[src/rtl/amp_seq_ctrl_if.sv]
`default_nettype none
// ============================================================================
// Module      : amp_seq_ctrl_if
// Description : Control/status bundle between the amplifier sequencer and its
//               surroundings (CODEC valid strobe, slide-pot volume, mute,
//               gain/amp/status outputs).
//               master modport : drives en/valid/volume/mute, reads status
//               slave  modport : the sequencer itself
//   en        1   sequencer enable (low forces IDLE)
//   valid     1   one-cycle strobe per stereo sample pair
//   volume    13  unsigned slide-pot volume target
//   mute      1   level, requests gain ramp-down to 0
//   vol_out   13  registered gain to the equalizer engine
//   amp_on    1   registered amplifier enable
//   q_ready   1   registered sample-queue-full flag
//   seq_state 2   IDLE=0, FILL=1, RAMP=2, RUN=3
// Revision    : 1.0  initial release
// ============================================================================
interface amp_seq_ctrl_if;
    logic        en;
    logic        valid;
    logic [12:0] volume;
    logic        mute;
    logic [12:0] vol_out;
    logic        amp_on;
    logic        q_ready;
    logic [1:0]  seq_state;

    modport master (
        output en, valid, volume, mute,
        input  vol_out, amp_on, q_ready, seq_state
    );

    modport slave (
        input  en, valid, volume, mute,
        output vol_out, amp_on, q_ready, seq_state
    );
endinterface
`default_nettype wire

[src/rtl/amp_seq_ctrl.sv]
`default_nettype none
// ============================================================================
// Module      : amp_seq_ctrl
// Description : Power-up and output-gain sequencer for the stereo equalizer
//               output path. Keeps the amplifier off until FILL_CNT sample
//               pairs have been seen, then enables it at zero gain and
//               soft-ramps the gain to the slide-pot value. In steady state
//               the gain follows the pot; mute ramps the gain down to 0 and
//               release ramps it back up.
// Ports       : clk    system clock
//               rst_n  asynchronous active-low reset
//               bus    amp_seq_ctrl_if.slave (en, valid, volume, mute in;
//                      vol_out, amp_on, q_ready, seq_state out)
// Parameters  : FILL_CNT   valid strobes needed to fill the sample queues
//               RAMP_STEP  gain change per valid strobe while ramping
// Options     : SLEW_LIMIT_EN - when defined, RUN slews the gain toward the
//               pot value by at most RAMP_STEP per valid strobe instead of a
//               direct registered passthrough.
// Revision    : 1.0  initial release
// ============================================================================
module amp_seq_ctrl #(
    parameter int FILL_CNT  = 1024,
    parameter int RAMP_STEP = 64
) (
    input  wire logic        clk,
    input  wire logic        rst_n,
    amp_seq_ctrl_if.slave    bus
);

    typedef enum logic [1:0] {
        ST_IDLE = 2'd0,
        ST_FILL = 2'd1,
        ST_RAMP = 2'd2,
        ST_RUN  = 2'd3
    } state_t;

    localparam logic [10:0] C_FILL_LAST = 11'(FILL_CNT - 1);
    localparam logic [13:0] C_STEP      = 14'(RAMP_STEP);

    state_t       r_state, w_state;
    logic [10:0]  r_cnt,   w_cnt;
    logic [12:0]  r_vol,   w_vol;
    logic         r_amp,   w_amp;
    logic         r_qrdy,  w_qrdy;

    // 14-bit arithmetic so the up-step cannot overflow and the down-step
    // can be tested for going below zero.
    logic [13:0]        w_vol_ext;
    logic [13:0]        w_up;
    logic signed [13:0] w_dn;

    assign w_vol_ext = {1'b0, bus.volume};
    assign w_up      = {1'b0, r_vol} + C_STEP;
    assign w_dn      = $signed({1'b0, r_vol}) - $signed(C_STEP);

`ifdef SLEW_LIMIT_EN
    logic [13:0] w_gap_up;
    logic [13:0] w_gap_dn;
    assign w_gap_up = w_vol_ext - {1'b0, r_vol};
    assign w_gap_dn = {1'b0, r_vol} - w_vol_ext;
`endif

    always_ff @(posedge clk or negedge rst_n) begin
        if (!rst_n) begin
            r_state <= ST_IDLE;
            r_cnt   <= '0;
            r_vol   <= '0;
            r_amp   <= 1'b0;
            r_qrdy  <= 1'b0;
        end else begin
            r_state <= w_state;
            r_cnt   <= w_cnt;
            r_vol   <= w_vol;
            r_amp   <= w_amp;
            r_qrdy  <= w_qrdy;
        end
    end

    always_comb begin
        w_state = r_state;
        w_cnt   = r_cnt;
        w_vol   = r_vol;
        w_amp   = r_amp;
        w_qrdy  = r_qrdy;

        if (!bus.en) begin
            // Disable wins over every other event.
            w_state = ST_IDLE;
            w_cnt   = '0;
            w_vol   = '0;
            w_amp   = 1'b0;
            w_qrdy  = 1'b0;
        end else begin
            case (r_state)
                ST_IDLE: begin
                    // valid in this cycle is deliberately not counted.
                    w_state = ST_FILL;
                    w_cnt   = '0;
                    w_vol   = '0;
                    w_amp   = 1'b0;
                    w_qrdy  = 1'b0;
                end
                ST_FILL: begin
                    if (bus.valid) begin
                        if (r_cnt == C_FILL_LAST) begin
                            w_state = ST_RAMP;
                            w_amp   = 1'b1;
                            w_qrdy  = 1'b1;
                        end else if (r_cnt != 11'h7FF) begin
                            w_cnt = r_cnt + 11'd1;
                        end
                    end
                end
                ST_RAMP, ST_RUN: begin
                    if (bus.mute) begin
                        w_state = ST_RAMP;
                        if (bus.valid) begin
                            w_vol = (w_dn < 14'sd0) ? 13'd0 : w_dn[12:0];
                        end
                    end else if (r_state == ST_RAMP) begin
                        // Also covers the pot being lowered below the
                        // current gain: sum >= volume lands on volume.
                        if (bus.valid) begin
                            if (w_up >= w_vol_ext) begin
                                w_vol   = bus.volume;
                                w_state = ST_RUN;
                            end else begin
                                w_vol = w_up[12:0];
                            end
                        end
                    end else begin
`ifdef SLEW_LIMIT_EN
                        if (bus.valid) begin
                            if (bus.volume > r_vol) begin
                                w_vol = (w_gap_up <= C_STEP) ? bus.volume : w_up[12:0];
                            end else if (bus.volume < r_vol) begin
                                w_vol = (w_gap_dn <= C_STEP) ? bus.volume : w_dn[12:0];
                            end
                        end
`else
                        w_vol = bus.volume;
`endif
                    end
                end
                default: begin
                    w_state = ST_IDLE;
                end
            endcase
        end
    end

    assign bus.vol_out   = r_vol;
    assign bus.amp_on    = r_amp;
    assign bus.q_ready   = r_qrdy;
    assign bus.seq_state = r_state;

endmodule
`default_nettype wire

[src/flat_wrapper.sv]
// flat-port wrapper written by rule: the top's interface ports become plain ports
module amp_seq_ctrl_flat 
#(
    parameter int FILL_CNT  = 1024,
    parameter int RAMP_STEP = 64
)
  (clk, rst_n, bus_en, bus_valid, bus_volume, bus_mute, bus_vol_out, bus_amp_on, bus_q_ready, bus_seq_state);
  amp_seq_ctrl_if bus_i ();
  input  wire logic clk;
  input  wire logic rst_n;
  input wire logic [$bits(bus_i.en)-1:0] bus_en;
  input wire logic [$bits(bus_i.valid)-1:0] bus_valid;
  input wire logic [$bits(bus_i.volume)-1:0] bus_volume;
  input wire logic [$bits(bus_i.mute)-1:0] bus_mute;
  output wire logic [$bits(bus_i.vol_out)-1:0] bus_vol_out;
  output wire logic [$bits(bus_i.amp_on)-1:0] bus_amp_on;
  output wire logic [$bits(bus_i.q_ready)-1:0] bus_q_ready;
  output wire logic [$bits(bus_i.seq_state)-1:0] bus_seq_state;
  assign bus_i.en = bus_en;
  assign bus_i.valid = bus_valid;
  assign bus_i.volume = bus_volume;
  assign bus_i.mute = bus_mute;
  assign bus_vol_out = bus_i.vol_out;
  assign bus_amp_on = bus_i.amp_on;
  assign bus_q_ready = bus_i.q_ready;
  assign bus_seq_state = bus_i.seq_state;
  amp_seq_ctrl #(.FILL_CNT(FILL_CNT), .RAMP_STEP(RAMP_STEP)) u_core (.clk(clk), .rst_n(rst_n), .bus(bus_i));
endmodule
[config.mk]
export PLATFORM = sky130hd
export DESIGN_NAME = amp_seq_ctrl_flat
export DESIGN_NICKNAME = d
export VERILOG_FILES = /design/src/rtl/amp_seq_ctrl_if.sv /design/src/rtl/amp_seq_ctrl.sv /design/src/flat_wrapper.sv
export SDC_FILE = /design/constraint.sdc
export NUM_CORES = 1
export LEC_CHECK = 0
export CORE_MARGIN = 3
export CORE_UTILIZATION = 53
export CTS_CLUSTER_SIZE = 12
export DETAILED_ROUTE_END_ITERATION = 6
export PLACE_DENSITY = 0.84
export SYNTH_ARGS = -nofsm -noshare
export SYNTH_HDL_FRONTEND = slang
export SYNTH_SLANG_ARGS = --single-unit
[constraint.sdc]
create_clock -name clk -period 3.5 [get_ports clk]
set_clock_uncertainty 0.15 [all_clocks]
set_input_delay 0.7 -clock clk [delete_from_list [all_inputs] [get_ports clk]]
set_output_delay 0.7 -clock clk [all_outputs]
set_load 0.01 [all_outputs]
==> impl_metrics.env <==
export IMPL_fin_nets=287
export IMPL_cts_setup_buffers=0
export IMPL_placed_cell_area_um2=2350
export IMPL_p_total_mw=0.643
export IMPL_yosys_warnings=0
export IMPL_max_freq_ghz=0.327
export IMPL_grt_met1_usage=0.307
export IMPL_vias_per_cell=5.79
export IMPL_finalHoldViolCount=0
export IMPL_initial_core_util=0.574
export IMPL_synth_avg_cell_area_um2=8.96
export IMPL_final_util=0.691
export IMPL_totalWireLength_mm=4.34
export IMPL_holdWs_ns=0.348
export IMPL_ys_flop_type="dfrtp_1"
export IMPL_drc=0
export IMPL_synth_edff_count=0
export IMPL_worstPathArrival_ns=3.06
export IMPL_grt_max_degree=28
export IMPL_globalRouteTotalUtil=0.205
export IMPL_fp_dieW_um=67.3
export IMPL_drive_gt1_frac=0.0675
export IMPL_clockBufferDepth=2
export IMPL_cp_max_fo=16
export IMPL_ys_seq_elements=27
export IMPL_async_reset_ff_frac=1.00
export IMPL_crit_type="reg2reg"
export IMPL_drt_initial_drc_count=126
export IMPL_grt_pass1_wl_mm=7.23
export IMPL_gr_usage_met2=0.306
export IMPL_ant_nets=0
export IMPL_rows=21
export IMPL_clock_latency_ns=0.27
export IMPL_postCtsHoldBufs=0
export IMPL_busiest_layer="met1"
export IMPL_antenna_found_initial=0
export IMPL_cap_violations=0
export IMPL_path_clk_slew_ns=0.10
export IMPL_wl_per_cell_um=14.5
export IMPL_gp_congestion=0.856
export IMPL_yosysSeqAreaShare=0.340
export IMPL_slowest_stage="dfrtp_1"
export IMPL_critPathCaptureType="flip-flop"
export IMPL_dp_hpwl_mm=3.27
export IMPL_met3_usage=0.0283
export IMPL_cp_slowest_stage_delay_ns=0.55
export IMPL_setup_viol=0
export IMPL_cts_root_buf="clkbuf_8"
export IMPL_status="finished clean"
export IMPL_ir_drop_mv=0.148
export IMPL_p_leak_nw=1.04
export IMPL_coreArea_um2=3470
export IMPL_h_tree_depth=1
export IMPL_io_buffer_count=34
export IMPL_vias=1725
export IMPL_slew_headroom=0.581
export IMPL_ioPinCount=35
export IMPL_hp_class="reg2reg"
export IMPL_synth_distinct_cells=46
export IMPL_overflow=0
export IMPL_stdcell_area_um2=2400
export IMPL_worst_pin_slew_ns=0.627
export IMPL_fin_crit_ns=3.06
export IMPL_die_y_um=67.3
export IMPL_fin_tns_setup_ns=0
export IMPL_netlist_area_um2=1990
export IMPL_area_growth_pct=20.4
export IMPL_worstPathRequired_ns=3.50
export IMPL_syn_inst=222
export IMPL_power_density_nw_per_um2=268
export IMPL_finalCritPeriodShare=0.874
export IMPL_syn_num_nets=256
export IMPL_finalMaxSlewViolations=0
export IMPL_path_cells="nand3_1 > nor2_1 > xor2_1 > ha_1 > a21o_1 > a2111oi_4 > o211ai_2 > a21o_4 > a2111oi_0 > a211oi_1"
export IMPL_cts_tree="built"
export IMPL_clock_sinks=27
export IMPL_rsz0062_at_grt="no"
export IMPL_start_kind="flip-flop"
export IMPL_cts_resized=0
export IMPL_grt_pass1_vias=1618
export IMPL_cts_buffers=3
export IMPL_dieArea_um2=4520
export IMPL_dr_pass1_iters=4
export IMPL_n_antenna_cell=0
state kept, by name, indices dropped and copies added, names as in the netlist:
name and flops:
u_core.bus.seq_state 2, u_core.bus.vol_out 13, u_core.bus.q_ready 1, u_core.r_cnt 11
routing by layer:
| layer | vias to the layer above | share of wire |
|---|---|---|
| met4 | 0 | 0.0037 |
| met3 | 4 | 0.065 |
| met5 | - | 0 |
| met1 | 797 | 0.49 |
| li1 | 855 | - |
| met2 | 69 | 0.44 |
worst paths after layout:
path | start | to | cells past startpoint | slack [ns]
hold reg to reg | u_core.r_cnt[10] | u_core.r_cnt[10] | 2 | 0.35
min in group asynchronous | rst_n | u_core.bus.vol_out[11] | 2 | 0.66
setup / recovery | u_core.bus.vol_out[10] | u_core.bus.vol_out[10] | 10 | 0.44
max in group asynchronous | rst_n | u_core.r_cnt[10] | 2 | 2.28
hold / removal | u_core.r_cnt[10] | u_core.r_cnt[10] | 2 | 0.35
setup reg to reg | u_core.bus.vol_out[10] | u_core.bus.vol_out[10] | 10 | 0.44
cells in the mapped netlist, types with 2 or more instances:
master | number | share of area
dfrtp_1 | 27 | 0.34
nand2_1 | 22 | 0.042
nor2_1 | 20 | 0.038
inv_1 | 18 | 0.034
ha_1 | 16 | 0.10
nand3_1 | 10 | 0.025
o21ai_0 | 10 | 0.025
xor2_1 | 10 | 0.044
a211oi_1 | 7 | 0.026
a21oi_1 | 7 | 0.018
a22o_1 | 6 | 0.026
and4_1 | 6 | 0.026
xnor2_1 | 6 | 0.026
buf_2 | 5 | 0.013
nor4b_1 | 5 | 0.022
clkbuf_1 | 4 | 0.0075
nand4_1 | 4 | 0.013
nor3_1 | 4 | 0.010
a22oi_1 | 3 | 0.011
a41o_1 | 2 | 0.010
and3_1 | 2 | 0.0063
buf_6 | 2 | 0.011
nor2b_1 | 2 | 0.0063
o31ai_1 | 2 | 0.0075
cell usage in the layout, fill, tap and decap left out, drive strengths merged, types with 7 or more instances in the layout:
cell	instances
ha	16
nand2	22
xor2	10
dfrtp	27
a211oi	7
inv	19
clkdlybuf4s50	34
o21ai	10
nand3	10
a21oi	7
nor2	20
final cells by class:
class                           count  area, um2
Tap cell                           46       57.6
Inverter                           19       71.3
Timing Repair Buffer               38        370
Clock inverter                      1       7.51
Fill cell                         284       1070
Sequential cell                    27        676
Multi-Input combinational cell    164       1170
Clock buffer                        3       41.3
metrics by stage:
step / std cells / worst slack [ns]
detailed placement: 294 / 0.224
global route: 298 / 0.141
CTS: 298 / 0.431
floorplan: 222 / 0.606
global placement: 294 / 0.298
finish: 298 / 0.441
report_power, final:
group          switching, mW  internal, mW  total (mW)
logic                 0.0703        0.0607       0.131
clock network          0.102        0.0808       0.183
registers             0.0116         0.318       0.329
worst max-delay path, delay by kind of cell (launching register included):
kind / cells / cell delay, ns
compound gates: 6 / 1.46
flops: 1 / 0.55
simple gates: 2 / 0.28
fa+ha+maj: 1 / 0.28
xor+xnor: 1 / 0.22
kinds of logic after synthesis:
group,after synthesis,share of synthesized area
adder cells (fa/ha/maj),16,0.101
buffers and inverters,31,0.0711
AND/OR/NAND/NOR,83,0.221
XOR/XNOR,16,0.0704
AO/OA/AOI/OAI,48,0.192
multiplexers,1,0.00503
flip-flops,27,0.340
No activity file was read; power rests on OpenSTA's default activity.
